## src/rtl/pipe_pkg.sv

```systemverilog
// pipe_pkg: shared hazard/forwarding types and constants for the pipelined MIPS core
package pipe_pkg;
    localparam int TRK_AW = 8;
    localparam int FWD_RF  = 0;
    localparam int FWD_EX  = 1;
    localparam int FWD_MEM = 2;
    localparam int FWD_WB  = 3;
    localparam int STG_ID  = 0;
    localparam int STG_EX  = 1;
    localparam int STG_MEM = 2;
    localparam int STG_WB  = 3;
    typedef struct packed {
        logic              valid;
        logic              regwrite;
        logic              memread;
        logic [TRK_AW-1:0] dest;
    } track_entry_t;
    function automatic logic producer_hit(input track_entry_t e, input logic [TRK_AW-1:0] operand, input logic used);
        return used & e.valid & e.regwrite & (e.dest == operand) & (operand != '0);
    endfunction
endpackage

```

## src/rtl/pipe_fwd_match.sv

```systemverilog
// pipe_fwd_match: youngest-producer search over the tracker for one EX operand
module pipe_fwd_match
    import pipe_pkg::*;
#(
    parameter int NSTAGE = 3,
    parameter int SELW   = $clog2(NSTAGE + 1)
) (
    input  track_entry_t [NSTAGE-1:0] trk,
    input  logic [TRK_AW-1:0]         operand,
    input  logic                      used,
    output logic                      hit,
    output logic [SELW-1:0]           idx,
    output logic                      load
);
    // scan oldest to youngest so the youngest match overwrites older ones
    always_comb begin
        hit  = 1'b0;
        idx  = '0;
        load = 1'b0;
        for (int k = NSTAGE - 1; k >= 0; k--) begin
            if (producer_hit(trk[k], operand, used)) begin
                hit  = 1'b1;
                idx  = SELW'(k + 1);
                load = trk[k].memread;
            end
        end
    end
endmodule

```

## src/rtl/pipe_hazard_unit.sv

```systemverilog
// pipe_hazard_unit: load-use stall, branch flush and registered EX forwarding selects (optional HAZ_PERF_CNT_EN counters)
module pipe_hazard_unit
    import pipe_pkg::*;
#(
    parameter int NSTAGE   = 3,
    parameter int REG_AW   = 5,
    parameter int BR_STAGE = 2,
    parameter int SELW     = $clog2(NSTAGE + 1)
) (
    input  logic              clk_i,
    input  logic              rst_i,
    input  logic              id_valid_i,
    input  logic [REG_AW-1:0] id_rs_i,
    input  logic [REG_AW-1:0] id_rt_i,
    input  logic              id_use_rs_i,
    input  logic              id_use_rt_i,
    input  logic              id_regwrite_i,
    input  logic              id_memread_i,
    input  logic [REG_AW-1:0] id_dest_i,
    input  logic              br_taken_i,
    output logic              stall_o,
    output logic              flush_o,
    output logic [SELW-1:0]   fwd_a_sel_o,
    output logic [SELW-1:0]   fwd_b_sel_o
`ifdef HAZ_PERF_CNT_EN
    ,
    output logic [31:0]       stall_cnt_o,
    output logic [31:0]       flush_cnt_o
`endif
);
    track_entry_t [NSTAGE-1:0] trk;
    track_entry_t [NSTAGE-1:0] trk_nxt;
    logic                      hit_a, hit_b, load_a, load_b, issue;
    logic [SELW-1:0]           idx_a, idx_b, sel_a, sel_b;

    pipe_fwd_match #(.NSTAGE(NSTAGE), .SELW(SELW)) u_match_a (
        .trk(trk), .operand(TRK_AW'(id_rs_i)), .used(id_use_rs_i),
        .hit(hit_a), .idx(idx_a), .load(load_a)
    );

    pipe_fwd_match #(.NSTAGE(NSTAGE), .SELW(SELW)) u_match_b (
        .trk(trk), .operand(TRK_AW'(id_rt_i)), .used(id_use_rt_i),
        .hit(hit_b), .idx(idx_b), .load(load_b)
    );

    assign flush_o = br_taken_i;
    assign stall_o = id_valid_i & ~flush_o &
                     ((hit_a & load_a & (idx_a == SELW'(STG_EX))) |
                      (hit_b & load_b & (idx_b == SELW'(STG_EX))));
    assign issue   = id_valid_i & ~stall_o & ~flush_o;

    // next tracker contents, forwarding selects for the instruction entering EX
    always_comb begin
        sel_a      = (issue & hit_a & (idx_a < SELW'(NSTAGE))) ? idx_a + SELW'(1) : SELW'(FWD_RF);
        sel_b      = (issue & hit_b & (idx_b < SELW'(NSTAGE))) ? idx_b + SELW'(1) : SELW'(FWD_RF);
        trk_nxt[0] = '{valid: issue, regwrite: issue & id_regwrite_i,
                       memread: issue & id_memread_i, dest: TRK_AW'(id_dest_i)};
        for (int k = 1; k < NSTAGE; k++) begin
            trk_nxt[k]       = trk[k-1];
            trk_nxt[k].valid = trk[k-1].valid & ~(flush_o & (k + 1 < BR_STAGE));
        end
    end

    // tracker shift register and registered forwarding selects
    always_ff @(posedge clk_i) begin
        if (rst_i) begin
            trk         <= '0;
            fwd_a_sel_o <= '0;
            fwd_b_sel_o <= '0;
        end else begin
            trk         <= trk_nxt;
            fwd_a_sel_o <= sel_a;
            fwd_b_sel_o <= sel_b;
        end
    end

`ifdef HAZ_PERF_CNT_EN
    // saturating event counters for stalls and flushes
    always_ff @(posedge clk_i) begin
        if (rst_i) begin
            stall_cnt_o <= '0;
            flush_cnt_o <= '0;
        end else begin
            stall_cnt_o <= stall_cnt_o + 32'(stall_o & ~&stall_cnt_o);
            flush_cnt_o <= flush_cnt_o + 32'(flush_o & ~&flush_cnt_o);
        end
    end
`endif
endmodule

```

## config.mk

```make
export PLATFORM = sky130hd
export DESIGN_NAME = pipe_hazard_unit
export DESIGN_NICKNAME = d
export VERILOG_FILES = /design/src/rtl/pipe_pkg.sv /design/src/rtl/pipe_fwd_match.sv /design/src/rtl/pipe_hazard_unit.sv
export SDC_FILE = /design/constraint.sdc
export NUM_CORES = 1
export LEC_CHECK = 0
export BUFFER_PORTS_ARGS = -buffer_cell sky130_fd_sc_hd__buf_2
export CAP_MARGIN = 5
export CORE_MARGIN = 2
export CORE_UTILIZATION = 35
export CTS_BUF_LIST = sky130_fd_sc_hd__clkbuf_4
export CTS_CLUSTER_SIZE = 24
export DETAILED_ROUTE_END_ITERATION = 8
export SYNTH_ARGS = -nofsm -noshare
export SYNTH_HDL_FRONTEND = slang
export SYNTH_SLANG_ARGS = --single-unit
```

## constraint.sdc

```tcl
create_clock -name clk_i -period 1.8 [get_ports clk_i]
set_input_delay 0.18 -clock clk_i [delete_from_list [all_inputs] [get_ports clk_i]]
set_output_delay 0.18 -clock clk_i [all_outputs]
set_load 0.05 [all_outputs]
```

==> results of run 1 <==
-- registers in the layout, summed over array words and instances (netlist names) --
signal / count
trk: 22
fwd_b_sel_o: 2
fwd_a_sel_o: 2
-- metrics by stage --
stage          cell area, um^2  setup WS, ns  total power, mW
2_1_floorplan             1225       0.09467           0.7006
3_3_place_gp              1544       -0.1096           0.7732
3_5_place_dp              1544       -0.1739           0.7785
4_1_cts                   1678       -0.1583            1.034
5_1_grt                   1879       -0.2590            1.096
6_report                  1879       -0.1626            1.046
-- kinds of logic (layout without fill, tap and decap cells) --
group / after synthesis / after routing / share of synthesized area [%]
compound gates: 7 / 7 / 5.312
xor+xnor: 30 / 30 / 21.45
simple gates: 53 / 53 / 26.25
fa+ha+maj: 2 / 2 / 2.043
flops: 26 / 26 / 42.49
buf+inv: 7 / 58 / 2.452
-- worst min path at each step --
stage,from,endpoint,slack [ns],cells past startpoint
after global placement,id_dest_i[1],trk[1],0.39,2
after floorplan,id_dest_i[0],trk[0],0.31,1
after global routing,id_dest_i[1],trk[1],0.05,2
final,id_dest_i[2],trk[2],0.07,2
after CTS,id_dest_i[1],trk[1],0.06,2
after detailed placement,id_dest_i[1],trk[1],0.40,2
-- worst max-delay path, cell delays in order (launching register included) --
cell and delay [ns]:
dfxtp_2 0.36, buf_4 0.14, xnor2_2 0.12, nand4_1 0.17, nor3_4 0.19, o21a_4 0.14
and3b_2 0.20, buf_8 0.14
-- per-layer routing --
layer | vias up | global-route usage, %
met4 | 0 | 5.833
met1 | 532 | 18.69
li1 | 527 | -
met2 | 22 | 23.14
met5 | - | 0
met3 | 2 | 1.250
-- placed cells by master (no fill, tap or decap), drive strengths merged, types with 2 or more instances in the layout --
cell,Yosys,routed
buf,1,51
xnor2,28,28
dfxtp,26,26
nor2b,19,19
nand4,6,6
nor2,5,5
nor3,5,5
nor4,5,5
nand3,4,4
inv,3,3
clkbuf,3,3
or4,2,2
o21ai,2,2
xor2,2,2
nand2b,2,2
nor3b,2,2
ha,2,2
a21o,2,2
-- area by class of cell --
| class | instances | area (um^2) | area share (%) |
|---|---|---|---|
| multi-input cells | 92 | 898.4 | 47.80 |
| flip-flops and latches | 26 | 543.0 | 28.89 |
| repair buffers | 51 | 342.8 | 18.24 |
| well taps | 46 | 57.56 | 3.063 |
| clock buffers | 3 | 22.52 | 1.198 |
| inverters | 3 | 11.26 | 0.5992 |
| clock inverters | 1 | 3.754 | 0.1997 |
-- repair_timing --
| item | CTS | global route |
|---|---|---|
| resized for setup | 22 | 29 |
| setup buffers | 2 | 4 |
| hold buffers | 0 | 0 |
| pin swaps | 7 | 18 |
| setup endpoints to repair | 5 | 5 |
-- power by group through the flow --
stage               logic (mW)  clock network (mW)  registers (mW)
floorplan               0.0828                   0           0.618
global placement         0.152                   0           0.621
detailed placement       0.157                   0           0.622
CTS                      0.171               0.252           0.611
global route             0.207               0.278           0.611
finish                   0.195               0.243           0.609
==> impl_metrics.tcl, run 1 <==
set metrics [dict create \
    ys_types 26 \
    timing.hold.ws_ns 0.06888 \
    crit_path_end "stall_o" \
    crit_type "flip-flop to output pin" \
    switching_share_pct 25.66 \
    area_growth_pct 53.42 \
    root_buffer "clkbuf_4" \
    synth_nets 150 \
    insertion_delay_ns 0.31 \
    synthTopCellsByCount "xnor2_1 (28), dfxtp_1 (26), nor2b_1 (19)" \
    avgViaCountPerCell 4.878 \
    grt_pass1_wl_um 4395 \
    critPathLaunchType "flip-flop" \
    max_freq_ghz 0.5095 \
    antenna_found_initial 0 \
    dieArea_um2 3989 \
    rr_worst_depth 9 \
    met1_length_um 1411 \
    fillers 287 \
    clkPwrFrac_pct 23.2 \
    tns_ns -0.2997 \
    routed_wl_um 3111 \
    die_w_um 63.16 \
    worst_pin_slew_ns 0.3517 \
    fin_cells 222 \
    crit_path_end_kind "output pin" \
    outcome "finished with violations" \
    leakage_nw 0.7335 \
    antenna_cells 0 \
    maxSlewViolCount 0 \
    routed-wl-met2_um 1566 \
    post-route-period-util_pct 109.0 \
    avgSynthCellArea_um2 9.799 \
    setup_ws_ns -0.1626 \
    r2r_end "fwd_b_sel_o[1]" \
    grt_usage_pct 14.00 \
    finalWeightedCongestion 0.8476 \
    critPathArrivalTime_ns 1.78 \
    netlist_top_cells_area "dfxtp_1 (42%), xnor2_1 (20%), nor2b_1 (9.7%)" \
    drive_gt1_share_pct 53.41 \
    synth-edff-count 0 \
    grt_max_degree 21 \
    drcViolationCount 0 \
    dieHeight_um 63.16 \
    ys_warn_count 0 \
    async_reset_ff_share_pct 0 \
    combPwrFrac_pct 18.6 \
    clock-sinks 26 \
    grt-ovfl-total 0 \
    vdd_drop_max_v 0.0003214 \
    dr_total_vias 1083 \
    tritoncts "done" \
    violations "negative setup slack" \
    slew-limit-headroom_pct 76.55 \
    worstPathMaxFanout 3 \
    ys_seq_elements 26 \
    dr_wl_met3_um 106 \
    synth.yosys.seq_area_share_pct 42.49 \
    p_int_mw 0.7777 \
    first_iter_violations 40 \
    cp.required_ns 1.62 \
    clockBufferDepth 2 \
    clkSlewWorstSetupHoldPaths_ns 0.14 \
    synthCells 125 \
    syn-cell-area_um2 1225 \
    place.detailed.hpwl_um 2230 \
    period_needed_ns 1.963 \
    finalSetupViolCount 3 \
    critPathLaunch "trk[4]" \
    hold_viol 0 \
    synth.most_common_cell "xnor2_1" \
    maxCapViolations 0 \
    placed_cells 212 \
    core_um2 3337 \
    fin_util_pct 56.32 \
    powerDensity_nw_per_um2 556.6 \
    hp-class "primary input to flip-flop" \
    num_rows 21 \
    cts_made_buffers 3 \
    routed.top_layer "met4" \
    skew_ns 0.005269 \
    ios 29 \
    rsz0062_at_grt "true" \
    ant_nets 0 \
    final_nets 202 \
    grt_pass1_vias 1025 \
    portBuffers 28 \
    worst-r2r-setup-slack_ns -0.10 \
    seqPwrFrac_pct 58.2 \
    synth_top_area_share_pct 42.49 \
    reg2reg_from "trk[14]" \
    p_sw_mw 0.2684 \
    synth_top_cell_by_area "dfxtp_1" \
    initial_utilization_pct 36.71 \
    clock_tree.htree_level_count 1 \
    firstDrtPassIters 4 \
    synth_flop_cell "dfxtp_1" \
    drt-wirelength-per-cell_um 14.01 \
]
(Power assumes the default switching activity.)
==> run 2: changes to the inputs <==
Settings changed: CELL_PAD_IN_SITES_DETAIL_PLACEMENT set to 0, CELL_PAD_IN_SITES_GLOBAL_PLACEMENT set to 1, PLACE_DENSITY_LB_ADDON set to 0.1.
==> run 2 against run 1 <==
The flow still finishes with violations (negative setup slack). Clock power is 5% higher. Wire length shrank 14%. Critical path depth unchanged. Maximum frequency grew 2.7%. Via count decreased by 10%. Sequential cell count stayed put. Design area decreased by 11%. Clock skew is 0.0016 ns higher. Utilization fell by 6.4 points. Critical endpoint unchanged. Highest routed layer unchanged.
==> impl_metrics.tcl, run 2 (synthesis results as in run 1) <==
set metrics [dict create \
    outcome "finished with violations" \
    violations "negative setup slack" \
    worstHoldStart "id_dest_i[1]" \
    holdPathStages 2 \
    num_rows 21 \
    clkPwrFrac_pct 24.7 \
    worst_pin_slew_ns 0.3555 \
    switching_share_pct 25.51 \
    largest_register_ff_count 22 \
    die_w_um 63.16 \
    slew-limit-headroom_pct 76.30 \
    dieHeight_um 63.16 \
    p_int_mw 0.7641 \
    final_common_cell "buf_2" \
    post-route-period-util_pct 106.2 \
    reg2reg_from "trk[15]" \
    rr_worst_depth 8 \
    avgViaCountPerCell 4.521 \
    regMostFlops "trk" \
    ios 29 \
    skew_ns 0.006864 \
    critPathLaunchType "primary input" \
    finalSetupViolCount 1 \
    grt_pass1_vias 972 \
    ant_nets 0 \
    final_area_um2 1665 \
    final_nets 195 \
    powerDensity_nw_per_um2 616.0 \
    vdd_drop_max_v 0.0003857 \
    firstDrtPassIters 4 \
    reg_top3 "trk: 22 flops, fwd_a_sel_o: 2 flops, fwd_b_sel_o: 2 flops" \
    crit_path_end_kind "output pin" \
    crit_type "primary input to output pin" \
    antenna_cells 0 \
    critPathLaunch "id_rs_i[1]" \
    grt-ovfl-total 0 \
    fillers 332 \
    routed-wl-met2_um 1380 \
    dr_wl_met3_um 107 \
    routed_wl_um 2682 \
    r2r_end "fwd_b_sel_o[1]" \
    grt_max_degree 21 \
    grt_usage_pct 15.05 \
    cts_made_buffers 3 \
    dr_total_vias 972 \
    rsz0062_at_grt "true" \
    cp.required_ns 1.62 \
    hp-class "primary input to flip-flop" \
    p_sw_mw 0.2617 \
    insertion_delay_ns 0.32 \
    initial_utilization_pct 36.71 \
    met1_length_um 1152 \
    area_growth_pct 35.96 \
    clock-sinks 26 \
    worst-r2r-setup-slack_ns 0.07 \
    first_iter_violations 21 \
    root_buffer "clkbuf_4" \
    fin_util_pct 49.91 \
    critPathArrivalTime_ns 1.73 \
    drcViolationCount 0 \
    period_needed_ns 1.912 \
    tns_ns -0.1119 \
    setup_ws_ns -0.1119 \
    tritoncts "done" \
    clkSlewWorstSetupHoldPaths_ns 0.13 \
    dieArea_um2 3989 \
    hold_viol 0 \
    clock_tree.htree_level_count 1 \
    seqPwrFrac_pct 59.7 \
    placed_area_um2 1501 \
    leakage_nw 0.6594 \
    grt_pass1_wl_um 4595 \
    combPwrFrac_pct 15.5 \
    core_um2 3337 \
    antenna_found_initial 0 \
    clockBufferDepth 2 \
    multi_input_area_um2 760.7 \
    drive_gt1_share_pct 44.38 \
    portBuffers 28 \
    place.detailed.hpwl_um 2039 \
    layout_common_cells "buf_2 (27), xnor2_1 (25), nor2b_1 (19)" \
    seqCellArea_um2 535.5 \
    worstPathMaxFanout 3 \
    routed.top_layer "met4" \
    drt-wirelength-per-cell_um 12.47 \
    max_freq_ghz 0.5230 \
    hold_end "trk[1]" \
    maxSlewViolCount 0 \
    finalWeightedCongestion 0.7740 \
    maxCapViolations 0 \
]
-- run 2: critical path, cell delays in order --
cell and delay [ns]:
buf_2 0.12, or4_1 0.53, o21ai_2 0.25, nor3_4 0.08, o21a_4 0.22, and3b_2 0.20, buf_8 0.15
-- run 2: per-stage QoR --
stage / std cells / setup WS (ns) / power [mW] / hold slack (ns)
global placement: 208 / -0.1009 / 0.7661 / 0.3886
floorplan: 125 / 0.09467 / 0.7006 / 0.3082
CTS: 214 / -0.09996 / 1.026 / 0.04880
detailed placement: 208 / -0.1219 / 0.7671 / 0.3946
finish: 215 / -0.1119 / 1.026 / 0.05503
global route: 215 / -0.2287 / 1.093 / 0.03835
-- run 2: worst max path at each step --
| stage | depth (start not counted) | slack [ns] | to |
|---|---|---|---|
| after floorplan | 7 | 0.09 | fwd_b_sel_o[1] |
| after global placement | 6 | -0.10 | stall_o |
| after detailed placement | 8 | -0.12 | fwd_b_sel_o[1] |
| after CTS | 7 | -0.1 | stall_o |
| after global routing | 6 | -0.23 | stall_o |
| final | 7 | -0.11 | stall_o |
-- run 2: timing repair --
item / CTS / global route
resized for setup: 18 / 11
hold buffers: 0 / 0
setup buffers: 2 / 1
endpoints found under the setup margin: 5 / 5
pin swaps: 5 / 3
-- run 2: area by class of cell --
type                            instances  share of cell area [%]
Timing Repair Buffer                   44                   16.45
Sequential cell                        26                   32.16
Clock buffer                            3                   1.352
Inverter                                3                  0.6762
Clock inverter                          1                  0.2254
Multi-Input combinational cell         92                   45.68
Tap cell                               46                   3.456
-- run 2: per-layer routing --
metal  global-route usage (%)  vias to the layer above
met2                    26.06                       22
met3                    3.036                        4
met4                    5.833                        0
met1                    18.19                      435
met5                        0                        -
li1                         -                      511
-- run 2: power groups by stage --
stage | registers [mW] | logic, mW | clock network [mW]
6_report | 0.613 | 0.159 | 0.254
5_1_grt | 0.616 | 0.176 | 0.301
4_1_cts | 0.613 | 0.151 | 0.262
3_5_place_dp | 0.623 | 0.144 | 0
3_3_place_gp | 0.624 | 0.143 | 0
2_1_floorplan | 0.618 | 0.0828 | 0
==> run 3: changes to the inputs <==
Settings changed: ABC_AREA set to 1, CORE_ASPECT_RATIO set to 0.8.
==> run 3 against run 2 <==
Sequential power about the same. Critical path depth decreased by 1. Maximum frequency increased by 11%. Cell count increased by 46%. Clock power increased by 63%. Sequential share of layout area decreased by 2.5 points. Global-route usage decreased by 0.083 points. Combinational power increased by 9%. Design area increased by 7.7%. The run now ends clean. Utilization decreased by 6.1 points.
==> impl_metrics.tcl, run 3 <==
set metrics [dict create \
    netlist_top_cells_area "dfxtp_1 (35%), nand2_1 (18%), nor2_1 (10%)" \
    async_reset_ff_share_pct 0 \
    final_nets 282 \
    avgViaCountPerCell 4.141 \
    leakage_nw 0.8329 \
    num_rows 21 \
    final_common_cell "nand2_1" \
    synthCells 227 \
    synth.yosys.seq_area_share_pct 35.43 \
    vdd_drop_max_v 0.0003286 \
    fillers 464 \
    power_mw 1.196 \
    worstPathMaxFanout 3 \
    regMostFlops "trk" \
    hold_buffers 0 \
    dr_total_vias 1296 \
    fin_util_pct 43.77 \
    dp_slack_ns 0.1997 \
    tritoncts "done" \
    dieArea_um2 4734 \
    synth_top_cell_by_area "dfxtp_1" \
    ys_types 19 \
    maxSlewViolCount 0 \
    maxCapViolations 0 \
    final_area_um2 1794 \
    powerDensity_nw_per_um2 666.6 \
    placed_area_um2 1665 \
    place.detailed.hpwl_um 2531 \
    finalSetupViolCount 0 \
    rr_worst_depth 9 \
    largest_register_ff_count 22 \
    synth_nets 252 \
    crit_type "flip-flop to output pin" \
    max_freq_ghz 0.5800 \
    cp.required_ns 1.62 \
    synth_flop_cell "dfxtp_1" \
    routed_wl_um 3156 \
    firstDrtPassIters 4 \
    layout_common_cells "nand2_1 (68), inv_1 (37), nor2_1 (36)" \
    hold_viol 0 \
    portBuffers 28 \
    drive_gt1_share_pct 26.17 \
    antenna_cells 0 \
    ant_nets 0 \
    drt-wirelength-per-cell_um 10.08 \
    clockBufferDepth 2 \
    synth_top_area_share_pct 35.43 \
    avgSynthCellArea_um2 6.471 \
    root_buffer "clkbuf_4" \
    reg_top3 "trk: 22 flops, fwd_a_sel_o: 2 flops, fwd_b_sel_o: 2 flops" \
    antenna_found_initial 0 \
    synth.most_common_cell "nand2_1" \
    holdPathStages 3 \
    ys_seq_elements 26 \
    outcome "finished clean" \
    grt_pass1_wl_um 5464 \
    critPathLaunchType "flip-flop" \
    ios 29 \
    core_um2 4099 \
    worst_pin_slew_ns 0.4107 \
    ys_warn_count 0 \
    syn-cell-area_um2 1469 \
    die_w_um 76.43 \
    dieHeight_um 61.95 \
    hp-class "primary input to flip-flop" \
    cts_made_buffers 3 \
    crit_path_end_kind "output pin" \
    synthTopCellsByCount "nand2_1 (69), nor2_1 (40), inv_1 (37)" \
    clkSlewWorstSetupHoldPaths_ns 0.15 \
    insertion_delay_ns 0.33 \
    post-route-period-util_pct 95.79 \
    synth-edff-count 0 \
    grt_max_degree 21 \
    worstHoldStart "id_dest_i[0]" \
    skew_ns 0.002685 \
    critPathLaunch "trk[0]" \
    grt_usage_pct 14.97 \
    period_needed_ns 1.724 \
    area_growth_pct 22.15 \
    reg2reg_from "trk[12]" \
    clock_tree.htree_level_count 1 \
    drcViolationCount 0 \
    critPathArrivalTime_ns 1.54 \
    grt-ovfl-total 0 \
    rsz0062_at_grt "true" \
    setup_ws_ns 0.07585 \
    initial_utilization_pct 35.84 \
    clock-sinks 26 \
    finalWeightedCongestion 0.8097 \
    seqCellArea_um2 531.8 \
    slew-limit-headroom_pct 72.62 \
    multi_input_area_um2 830.8 \
    grt_pass1_vias 1223 \
    first_iter_violations 43 \
]
[run 3: worst paths after layout]
kind	endpoint	slack, ns
max	stall_o	0.08
min	trk[0]	0.02
max reg2reg	fwd_b_sel_o[1]	0.23
min reg2reg	trk[31]	0.44
[run 3: cells by family after synthesis]
group                      Yosys count  synth area share [%]
AOI/OAI and AO/OA                    3                 1.362
xor gates and xnor gates            15                 8.944
adders and majority gates            2                 1.703
buffers and inverters               46                 12.01
DFF                                 26                 35.43
and+or+nand+nor                    135                 40.55
[run 3: layout make-up]
cell class	instances	share of cell area (%)
clock buffers	3	1.255
multi-input cells	155	46.30
repair buffers	28	8.159
flip-flops and latches	26	29.64
inverters	43	8.996
well taps	57	3.975
clock inverters	1	1.674
[run 3: report_power, final]
group / internal [mW] / switching [mW]
logic: 0.0692 / 0.103
clock network: 0.225 / 0.188
registers: 0.594 / 0.0164
[run 3: metal layers]
metal	part of all wire, %	track usage, %
met1	54	19.52
met2	42	26.55
met3	3.3	3.468
met4	0.63	2.338
met5	0	0
[run 3: what timing repair did]
action                                  4_1_cts  5_1_grt
endpoints found under the hold margin         0        0
gates resized for setup                       6       17
setup buffers                                 0        0
pin swaps                                     0        7
endpoints found under the setup margin        1        3
gates cloned                                  0        0
[run 3: stage by stage]
step | hold slack (ns) | setup TNS [ns] | cells
final | 0.02248 | 0 | 313
after global placement | 0.3826 | 0 | 309
after floorplan | 0.2870 | 0 | 227
after detailed placement | 0.3867 | 0 | 309
after CTS | 0.01298 | 0 | 313
after global routing | 0.02184 | -0.02412 | 313
[run 3: critical path, stage by stage, from the launching register on]
cell     delay, ns
dfxtp_4       0.39
xnor2_1       0.13
nand2_1       0.11
nor2_4        0.16
nand3_4       0.10
a21oi_2       0.16
buf_6         0.17
